`config.mk`:
```
export PLATFORM = sky130hd
export DESIGN_NAME = mem_access_unit
export DESIGN_NICKNAME = d
export VERILOG_FILES = /design/src/rtl/mem_pkg.sv /design/src/rtl/hold_counter.sv /design/src/rtl/mem_access_unit.sv
export SDC_FILE = /design/constraint.sdc
export NUM_CORES = 1
export LEC_CHECK = 0
export ABC_AREA = 1
export CAP_MARGIN = 20
export CORE_MARGIN = 5
export CORE_UTILIZATION = 35
export DETAILED_ROUTE_END_ITERATION = 8
export PLACE_DENSITY = 0.69
export SLEW_MARGIN = 40
export SYNTH_ARGS = -nofsm -noshare
export SYNTH_HDL_FRONTEND = slang
export SYNTH_SLANG_ARGS = --single-unit
```
`constraint.sdc`:
```
create_clock -name clk -period 12.8 [get_ports clk]
set_input_delay 2.56 -clock clk [delete_from_list [all_inputs] [get_ports clk]]
set_output_delay 2.56 -clock clk [all_outputs]
set_load 0.03 [all_outputs]
```
`src/rtl/mem_pkg.sv`:
```
// Shared defaults and FSM encoding for the load/store/fetch memory access unit.
package mem_pkg;

    localparam int unsigned DEF_DATA_SIZE    = 32;
    localparam int unsigned DEF_ADDRESS_SIZE = 16;

    typedef enum logic [2:0] {
        IDLE    = 3'd0,
        RD_ADDR = 3'd1,
        RD_CAP  = 3'd2,
        WR_DATA = 3'd3,
        WR_HOLD = 3'd4,
        FE_ADDR = 3'd5,
        FE_CAP  = 3'd6
    } state_t;

    function automatic int unsigned hold_cnt_width(input int unsigned cycles);
        return (cycles == 0) ? 1 : $clog2(cycles + 1);
    endfunction

endpackage

```
`src/rtl/hold_counter.sv`:
```
// Down-counter timing the write-hold window; reloaded each time a store enters WR_DATA.
module hold_counter
    import mem_pkg::*;
#(
    parameter int unsigned HOLD_CYCLES = 2
)(
    input  logic clk,
    input  logic reset,
    input  logic i_load,
    input  logic i_dec,
    output logic o_last
);

    localparam int unsigned        CNT_W    = hold_cnt_width(HOLD_CYCLES);
    localparam logic [CNT_W-1:0]   LOAD_VAL = CNT_W'(HOLD_CYCLES);

    logic [CNT_W-1:0] r_count;

    always_ff @(posedge clk or posedge reset) begin
        if (reset) begin
            r_count <= '0;
        end else if (i_load) begin
            r_count <= LOAD_VAL;
        end else if (i_dec && (r_count != '0)) begin
            r_count <= r_count - CNT_W'(1);
        end
    end

    assign o_last = (r_count <= CNT_W'(1));

endmodule

```
`src/rtl/mem_access_unit.sv`:
```
// Arbitrates core load/store requests and instruction fetches onto a single RAM port.
module mem_access_unit
    import mem_pkg::*;
#(
    parameter int unsigned DATA_SIZE      = DEF_DATA_SIZE,
    parameter int unsigned ADDRESS_SIZE   = DEF_ADDRESS_SIZE,
    parameter int unsigned WR_HOLD_CYCLES = 2
)(
    input  logic                    clk,
    input  logic                    reset,
    input  logic                    req_valid,
    output logic                    req_ready,
    input  logic                    req_write,
    input  logic [ADDRESS_SIZE-1:0] req_addr,
    input  logic [DATA_SIZE-1:0]    req_wdata,
    output logic                    rsp_valid,
    output logic [DATA_SIZE-1:0]    rsp_rdata,
    input  logic                    fetch_req,
    input  logic [ADDRESS_SIZE-1:0] fetch_addr,
    output logic                    fetch_valid,
    output logic [DATA_SIZE-1:0]    instr,
    output logic                    ram_read_write,
    output logic [ADDRESS_SIZE-1:0] ram_address,
    output logic [DATA_SIZE-1:0]    ram_data_in,
    input  logic [DATA_SIZE-1:0]    ram_data_out,
    input  logic [DATA_SIZE-1:0]    ram_fetch_out
);

    state_t                  r_state;
    state_t                  w_next;
    logic [ADDRESS_SIZE-1:0] r_addr;
    logic [ADDRESS_SIZE-1:0] r_faddr;
    logic [DATA_SIZE-1:0]    r_wdata;
    logic [DATA_SIZE-1:0]    r_ram_data_in;
    logic                    r_rsp_valid;
    logic [DATA_SIZE-1:0]    r_rsp_rdata;
    logic                    r_fetch_valid;
    logic [DATA_SIZE-1:0]    r_instr;

    logic w_data_accept;
    logic w_fetch_accept;
    logic w_cnt_load;
    logic w_cnt_dec;
    logic w_hold_last;
    logic w_store_done;

    hold_counter #(
        .HOLD_CYCLES (WR_HOLD_CYCLES)
    ) u_hold_counter (
        .clk    (clk),
        .reset  (reset),
        .i_load (w_cnt_load),
        .i_dec  (w_cnt_dec),
        .o_last (w_hold_last)
    );

    always_ff @(posedge clk or posedge reset) begin
        if (reset) r_state <= IDLE;
        else       r_state <= w_next;
    end

    always_comb begin
        w_next = r_state;
        unique case (r_state)
            IDLE: begin
                if (req_valid)      w_next = req_write ? WR_DATA : RD_ADDR;
                else if (fetch_req) w_next = FE_ADDR;
            end
            RD_ADDR: w_next = RD_CAP;
            RD_CAP:  w_next = IDLE;
            WR_DATA: w_next = (WR_HOLD_CYCLES == 0) ? IDLE : WR_HOLD;
            WR_HOLD: w_next = w_hold_last ? IDLE : WR_HOLD;
            FE_ADDR: w_next = FE_CAP;
            FE_CAP:  w_next = IDLE;
            default: w_next = IDLE;
        endcase
    end

    always_comb begin
        req_ready      = (r_state == IDLE);
        w_data_accept  = (r_state == IDLE) && req_valid;
        w_fetch_accept = (r_state == IDLE) && !req_valid && fetch_req;
        w_cnt_load     = w_data_accept && req_write;
        w_cnt_dec      = (r_state == WR_HOLD);
        w_store_done   = ((r_state == WR_HOLD) && w_hold_last) ||
                         ((r_state == WR_DATA) && (WR_HOLD_CYCLES == 0));
        ram_read_write = !((r_state == WR_DATA) || (r_state == WR_HOLD));
        ram_address    = ((r_state == FE_ADDR) || (r_state == FE_CAP)) ? r_faddr : r_addr;
    end

    // Write data is launched at the end of WR_DATA so address and mode settle one cycle earlier.
    always_ff @(posedge clk or posedge reset) begin
        if (reset) begin
            r_addr        <= '0;
            r_faddr       <= '0;
            r_wdata       <= '0;
            r_ram_data_in <= '0;
            r_rsp_valid   <= 1'b0;
            r_rsp_rdata   <= '0;
            r_fetch_valid <= 1'b0;
            r_instr       <= '0;
        end else begin
            r_rsp_valid   <= 1'b0;
            r_fetch_valid <= 1'b0;
            if (w_data_accept) begin
                r_addr  <= req_addr;
                r_wdata <= req_wdata;
            end
            if (w_fetch_accept) r_faddr <= fetch_addr;
            if (r_state == WR_DATA) r_ram_data_in <= r_wdata;
            if (r_state == RD_CAP) begin
                r_rsp_rdata <= ram_data_out;
                r_rsp_valid <= 1'b1;
            end
            if (w_store_done) begin
                r_rsp_rdata <= '0;
                r_rsp_valid <= 1'b1;
            end
            if (r_state == FE_CAP) begin
                r_instr       <= ram_fetch_out;
                r_fetch_valid <= 1'b1;
            end
        end
    end

    assign rsp_valid   = r_rsp_valid;
    assign rsp_rdata   = r_rsp_rdata;
    assign fetch_valid = r_fetch_valid;
    assign instr       = r_instr;
    assign ram_data_in = r_ram_data_in;

endmodule

```
==> flow_summary.ini, run 1 <==
[final_layout]
area_growth_pct = 47.5
drive_above_1_share_pct = 4.87
utilization_pct = 51.9
fin_nets = 1129

[detailed_routing]
wl_um = 19600
dr.first_iter.drc_count = 305
route.detailed.drc = 0
first_pass_iters = 5
viasPerCell = 4.61
avgRoutedWirePerCell_um = 15.4
antenna_left = 0
vias = 5868

[pwr]
finalPower_w = 0.00279
p_leak_nw = 4.74
p_sw_share_pct = 42.5
power.internal_w = 0.00160
netSwitchingPower_w = 0.00118
seq_power_share_pct = 32.8
power_frac_comb_pct = 48.4
ir_drop_uv = 166
clockPowerShare_pct = 18.8
power_density_mw_per_mm2 = 278

[placement]
port_buffers = 248
hpwlAfterDp_um = 13600
place.gp.congestion = 0.811

[logic_synthesis]
synth_area_per_cell_um2 = 8.82
yosysSeqAreaShare_pct = 61.4
netlist_instances = 772
ys_ff_latch = 167
yosys-top-cells-area = dfrtp_1, nand2_1, nand3_1
synth_area_mm2 = 0.00681
syn_nets = 907
synth_warnings = 0
synth_cell_types = 22
synth_largest_area_cell = dfrtp_1
synth_top_area_share_pct = 61.4

[timing]
clock.fmax_mhz = 156
skew_ns = 0.0121
fin_setup_tns_ns = 0
hold_slack_ns = 0.467
finalHoldViolCount = 0
worstMarginPinSlew_ns = 0.759
maxSlewViolCount = 0
setup_viol = 0
relSlewSlack_pct = 49.3
fin_crit_sh_pct = 50.2
rsz0062_at_grt = false
fin_crit_ns = 6.42

[global_routing]
grt_pass1_vias = 5725
grt_pass1_wl_um = 31000
grt_max_degree = 94
grt_overflow = 0
antenna_found_initial = 0
grtUsageTotal_pct = 17.5

[clock_network]
cts_resized = 0
cts_inserted_buffers = 17
cts_sinks = 167
cts_tree = yes
cts_post_setup_buffers_inserted = 0
clk_latency_ns = 0.42
htreeDepth = 4
cts_hold_buffers = 0
cts_buffer_depth = 2
clockRootBuffer = clkbuf_16
clk_pin_slew_ns = 0.07

[setup_path]
path_max_fanout = 35
worst-endpoint-arrival_ns = 3.86
crit_chain = inv_2 -> nand3_2 -> nand2_2 -> nor2_1 -> a21oi_1 -> clkdlybuf4s50_1
r2r_cells = 5
start_kind = register
endpoint_kind = primary output
slowest_delay_ns = 0.76
crit_type = register to primary output
required_ns = 10.24
cpMaxStageDelayCell = nand2_2

[run]
drv_cap = 0

[run_status]
status = finished, final reports clean

[die]
ios = 249
rows = 51
die_x_um = 149
dieArea_mm2 = 0.0223
core_area_mm2 = 0.0193
initial_utilization_pct = 35.2
die_h_um = 149

[hold_path]
whs_path_depth = 2
min_path_type = register to register
-- worst max-delay path, delay by kind of cell (launching register included) --
family	cells	cell delay (ns)
compound gates	1	0.15
flops	1	0.46
simple gates	3	1.60
buf+inv	2	1.21
-- cell usage in the layout (no fill, tap or decap), types with 2 or more instances in the layout --
cell,instances
nand3_1,54
nor2_1,17
clkbuf_1,2
buf_4,5
clkbuf_8,2
nand3_2,3
a21oi_1,49
clkinvlp_4,3
bufinv_16,3
nand2_1,341
clkbuf_16,17
o21ai_0,19
dfrtp_1,167
inv_2,4
inv_1,23
ha_1,2
nor2_2,2
clkdlybuf4s50_1,247
nand4_1,33
inv_6,2
-- metrics by stage --
| stage | setup slack [ns] | cells | instance area [um2] |
|---|---|---|---|
| floorplan | 5.72 | 772 | 6810 |
| global placement | 6.86 | 1240 | 9420 |
| detailed placement | 6.81 | 1240 | 9430 |
| CTS | 6.34 | 1271 | 10000 |
| global route | 6.01 | 1271 | 10000 |
| finish | 6.38 | 1272 | 10000 |
-- power groups by stage --
stage	clock [W]	combinational [W]	sequential, W
after floorplan	0	0.000560	0.00117
after global placement	0	0.00134	0.000916
after detailed placement	0	0.00136	0.000918
after CTS	0.000540	0.00137	0.000914
after global routing	0.000560	0.00147	0.000945
final	0.000526	0.00135	0.000914
-- routing by layer --
layer  part of all wire, %  wire length [um]  vias up  track usage, %
met5                     0                 0        -               0
met4                   2.2               439        0            5.72
met3                   6.9              1350       25            4.88
met2                    48              9370      176            27.7
li1                      -                 -     2908               -
met1                    43              8460     2759            23.2
-- cell families after synthesis --
kind of cell | Yosys count | share of synthesized area, %
AO/OA/AOI/OAI | 70 | 5.22
flip-flops | 167 | 61.4
adder cells (fa/ha/maj) | 2 | 0.368
buffers and inverters | 79 | 5.16
AND/OR/NAND/NOR | 454 | 27.9
-- path summary, 6_finish.rpt --
check                       startpoint         endpoint  slack (ns)
min reg2reg                r_wdata[28]  ram_data_in[28]        0.47
max reg2reg                 r_state[2]   ram_data_in[8]       10.03
min in group asynchronous        reset        instr[22]        2.63
max                         r_state[0]   ram_address[9]        6.38
min                        r_wdata[28]  ram_data_in[28]        0.47
max in group asynchronous        reset      r_wdata[13]        9.02
-- cell type report --
class / instances / area (um2)
fill: 1812 / 9290
sequential: 167 / 4180
timing repair buffer: 254 / 2530
multi-input combinational: 526 / 2280
clock buffer: 21 / 460
tap: 265 / 332
clock inverter: 10 / 144
inverter: 28 / 113
antenna: 1 / 2.50
-- Yosys cell counts, drive strengths merged --
| master | instances |
|---|---|
| o21ai | 19 |
| o211ai | 1 |
| nand3b | 1 |
| a21oi | 49 |
| nand2 | 342 |
| nand3 | 57 |
| nand4 | 33 |
| clkbuf | 21 |
| inv | 28 |
| buf | 30 |
| nor2 | 20 |
| nor3 | 1 |
| dfrtp | 167 |
| ha | 2 |
| o21a | 1 |
-- sequential cells by signal (all words and copies together) (netlist names) --
register / flops
r_addr: 16
u_hold_counter.r_count: 2
r_faddr: 16
instr: 32
r_wdata: 32
rsp_valid: 1
r_state: 3
ram_data_in: 32
rsp_rdata: 32
fetch_valid: 1
No activity file was read; power rests on OpenSTA's default activity.
==> run 2: changes to the inputs <==
--- a/config.mk
+++ b/config.mk
@@ -10,7 +10,7 @@
 export CORE_MARGIN = 5
 export CORE_UTILIZATION = 35
 export DETAILED_ROUTE_END_ITERATION = 8
-export PLACE_DENSITY = 0.69
+export PLACE_DENSITY = 0.72
 export SLEW_MARGIN = 40
 export SYNTH_ARGS = -nofsm -noshare
 export SYNTH_HDL_FRONTEND = slang
==> constraint.sdc (replaced) <==
create_clock -name clk -period 5.7 [get_ports clk]
set_input_delay 1.14 -clock clk [delete_from_list [all_inputs] [get_ports clk]]
set_output_delay 1.14 -clock clk [all_outputs]
set_load 0.03 [all_outputs]
==> run 2 against run 1 <==
  * Sequential power increased by 120%
  * Critical path depth increased by 1
  * Sequential share of layout area increased by 0.17 points
  * Hold slack got worse by 0.0031 ns
  * Critical path type unchanged
  * Critical endpoint is now ram_address[5]
  * Highest routed layer unchanged
==> flow_summary.ini, run 2 (synthesized netlist as in run 1, its figures left out) <==
[global_routing]
grt_max_degree = 97
antenna_found_initial = 0
grt_overflow = 0
grtUsageTotal_pct = 17.4
grt_pass1_vias = 5833
grt_pass1_wl_um = 30900

[run_status]
status = finished, final reports clean

[clock_network]
htreeDepth = 4
cts_post_setup_buffers_inserted = 0
clk_pin_slew_ns = 0.06
clockRootBuffer = clkbuf_16
cts_hold_buffers = 0
cts_buffer_depth = 2
cts_inserted_buffers = 17
cts_tree = yes
cts_resized = 0
clk_latency_ns = 0.42
cts_sinks = 167

[detailed_routing]
wl_um = 19300
viasPerCell = 4.58
antenna_left = 0
route.detailed.drc = 0
dr.first_iter.drc_count = 367
vias = 5836
avgRoutedWirePerCell_um = 15.2
first_pass_iters = 6

[die]
rows = 51
core_area_mm2 = 0.0193
initial_utilization_pct = 35.2
die_x_um = 149
ios = 249
dieArea_mm2 = 0.0223
die_h_um = 149

[final_layout]
drive_above_1_share_pct = 5.06
diodes = 0
finalInstanceArea_mm2 = 0.0100
final_common_cell = nand2_1
fin_cells = 1273
fin_nets = 1131
area_growth_pct = 46.9
layout_common_cells = nand2_1, clkdlybuf4s50_1, dfrtp_1

[setup_path]
crit_chain = inv_2 -> nand3_2 -> buf_4 -> nand2_2 -> nor2_1 -> a21oi_1 -> clkdlybuf4s50_1
endpoint_kind = primary output
r2r_setup_slack_ns = 3.33
path_max_fanout = 35
r2r_cells = 6
worst-endpoint-arrival_ns = 3.13
r2r_end = r_wdata[23]
crit_type = register to primary output
start_kind = register
r2r-start = r_state[2]
required_ns = 4.56
cpMaxStageDelayCell = clkdlybuf4s50_1
slowest_delay_ns = 0.70

[timing]
fin_setup_tns_ns = 0
relSlewSlack_pct = 52.3
setup_ws_ns = 1.43
skew_ns = 0.0127
finalHoldViolCount = 0
fin_crit_sh_pct = 74.9
fin_crit_ns = 4.27
setup_viol = 0
worstMarginPinSlew_ns = 0.715
maxSlewViolCount = 0
rsz0062_at_grt = false
clock.fmax_mhz = 234

[hold_path]
whs_path_depth = 2
min_path_type = register to register
min_from = r_wdata[14]
hold_end = ram_data_in[14]

[placement]
port_buffers = 248
place.gp.congestion = 0.819
hpwlAfterDp_um = 13300
dpl.cell_count = 1242
place_worst_setup_slack_ns = 1.88
placed_cell_area_mm2 = 0.00946

[run]
drv_cap = 0

[pwr]
ir_drop_uv = 440
power_density_mw_per_mm2 = 614
p_leak_nw = 4.73
finalPower_w = 0.00614
[run 2: how the worst max path moves through the flow]
stage,start,endpoint,slack (ns),cells after the start
after global placement,r_state[2],ram_read_write,1.93,6
after CTS,r_state[0],ram_address[5],1.41,7
after global routing,r_state[0],ram_address[5],1.18,7
after floorplan,reset,fetch_valid,0.04,1
after detailed placement,r_state[0],ram_address[5],1.88,7
final,r_state[0],ram_address[5],1.43,7
[run 2: final cells by class]
cell class                      count  area, um2
Tap cell                          265        332
Sequential cell                   167       4180
Timing Repair Buffer              256       2550
Fill cell                        1765       9340
Multi-Input combinational cell    526       2280
Inverter                           28        110
Clock buffer                       20        447
Clock inverter                     11       97.6
[run 2: layer usage]
layer | GRT usage, % | part of all wire (%)
met3 | 5.36 | 7.0
met5 | 0 | 0
met4 | 4.39 | 1.3
met2 | 27.7 | 48
met1 | 23.3 | 44
[run 2: per-stage QoR]
step,hold slack (ns),utilization [%]
final,0.464,51.7
after global routing,0.488,51.7
after CTS,0.466,51.7
after detailed placement,0.452,48.9
after global placement,0.450,48.9
after floorplan,0.442,-
[run 2: where the power goes]
group / leakage (nW) / switching (W) / total (W) / internal, W
logic: 2.36 / 0.00185 / 0.00301 / 0.00115
registers: 2.10 / 0.000311 / 0.00205 / 0.00174
clock network: 0.271 / 0.000474 / 0.00109 / 0.000612
[run 2: worst max-delay path, delay by kind of cell, from the launching register on]
kind            cells  cell delay, ns
buf+inv             3            1.45
flops               1            0.46
simple gates        3            0.63
compound gates      1            0.16
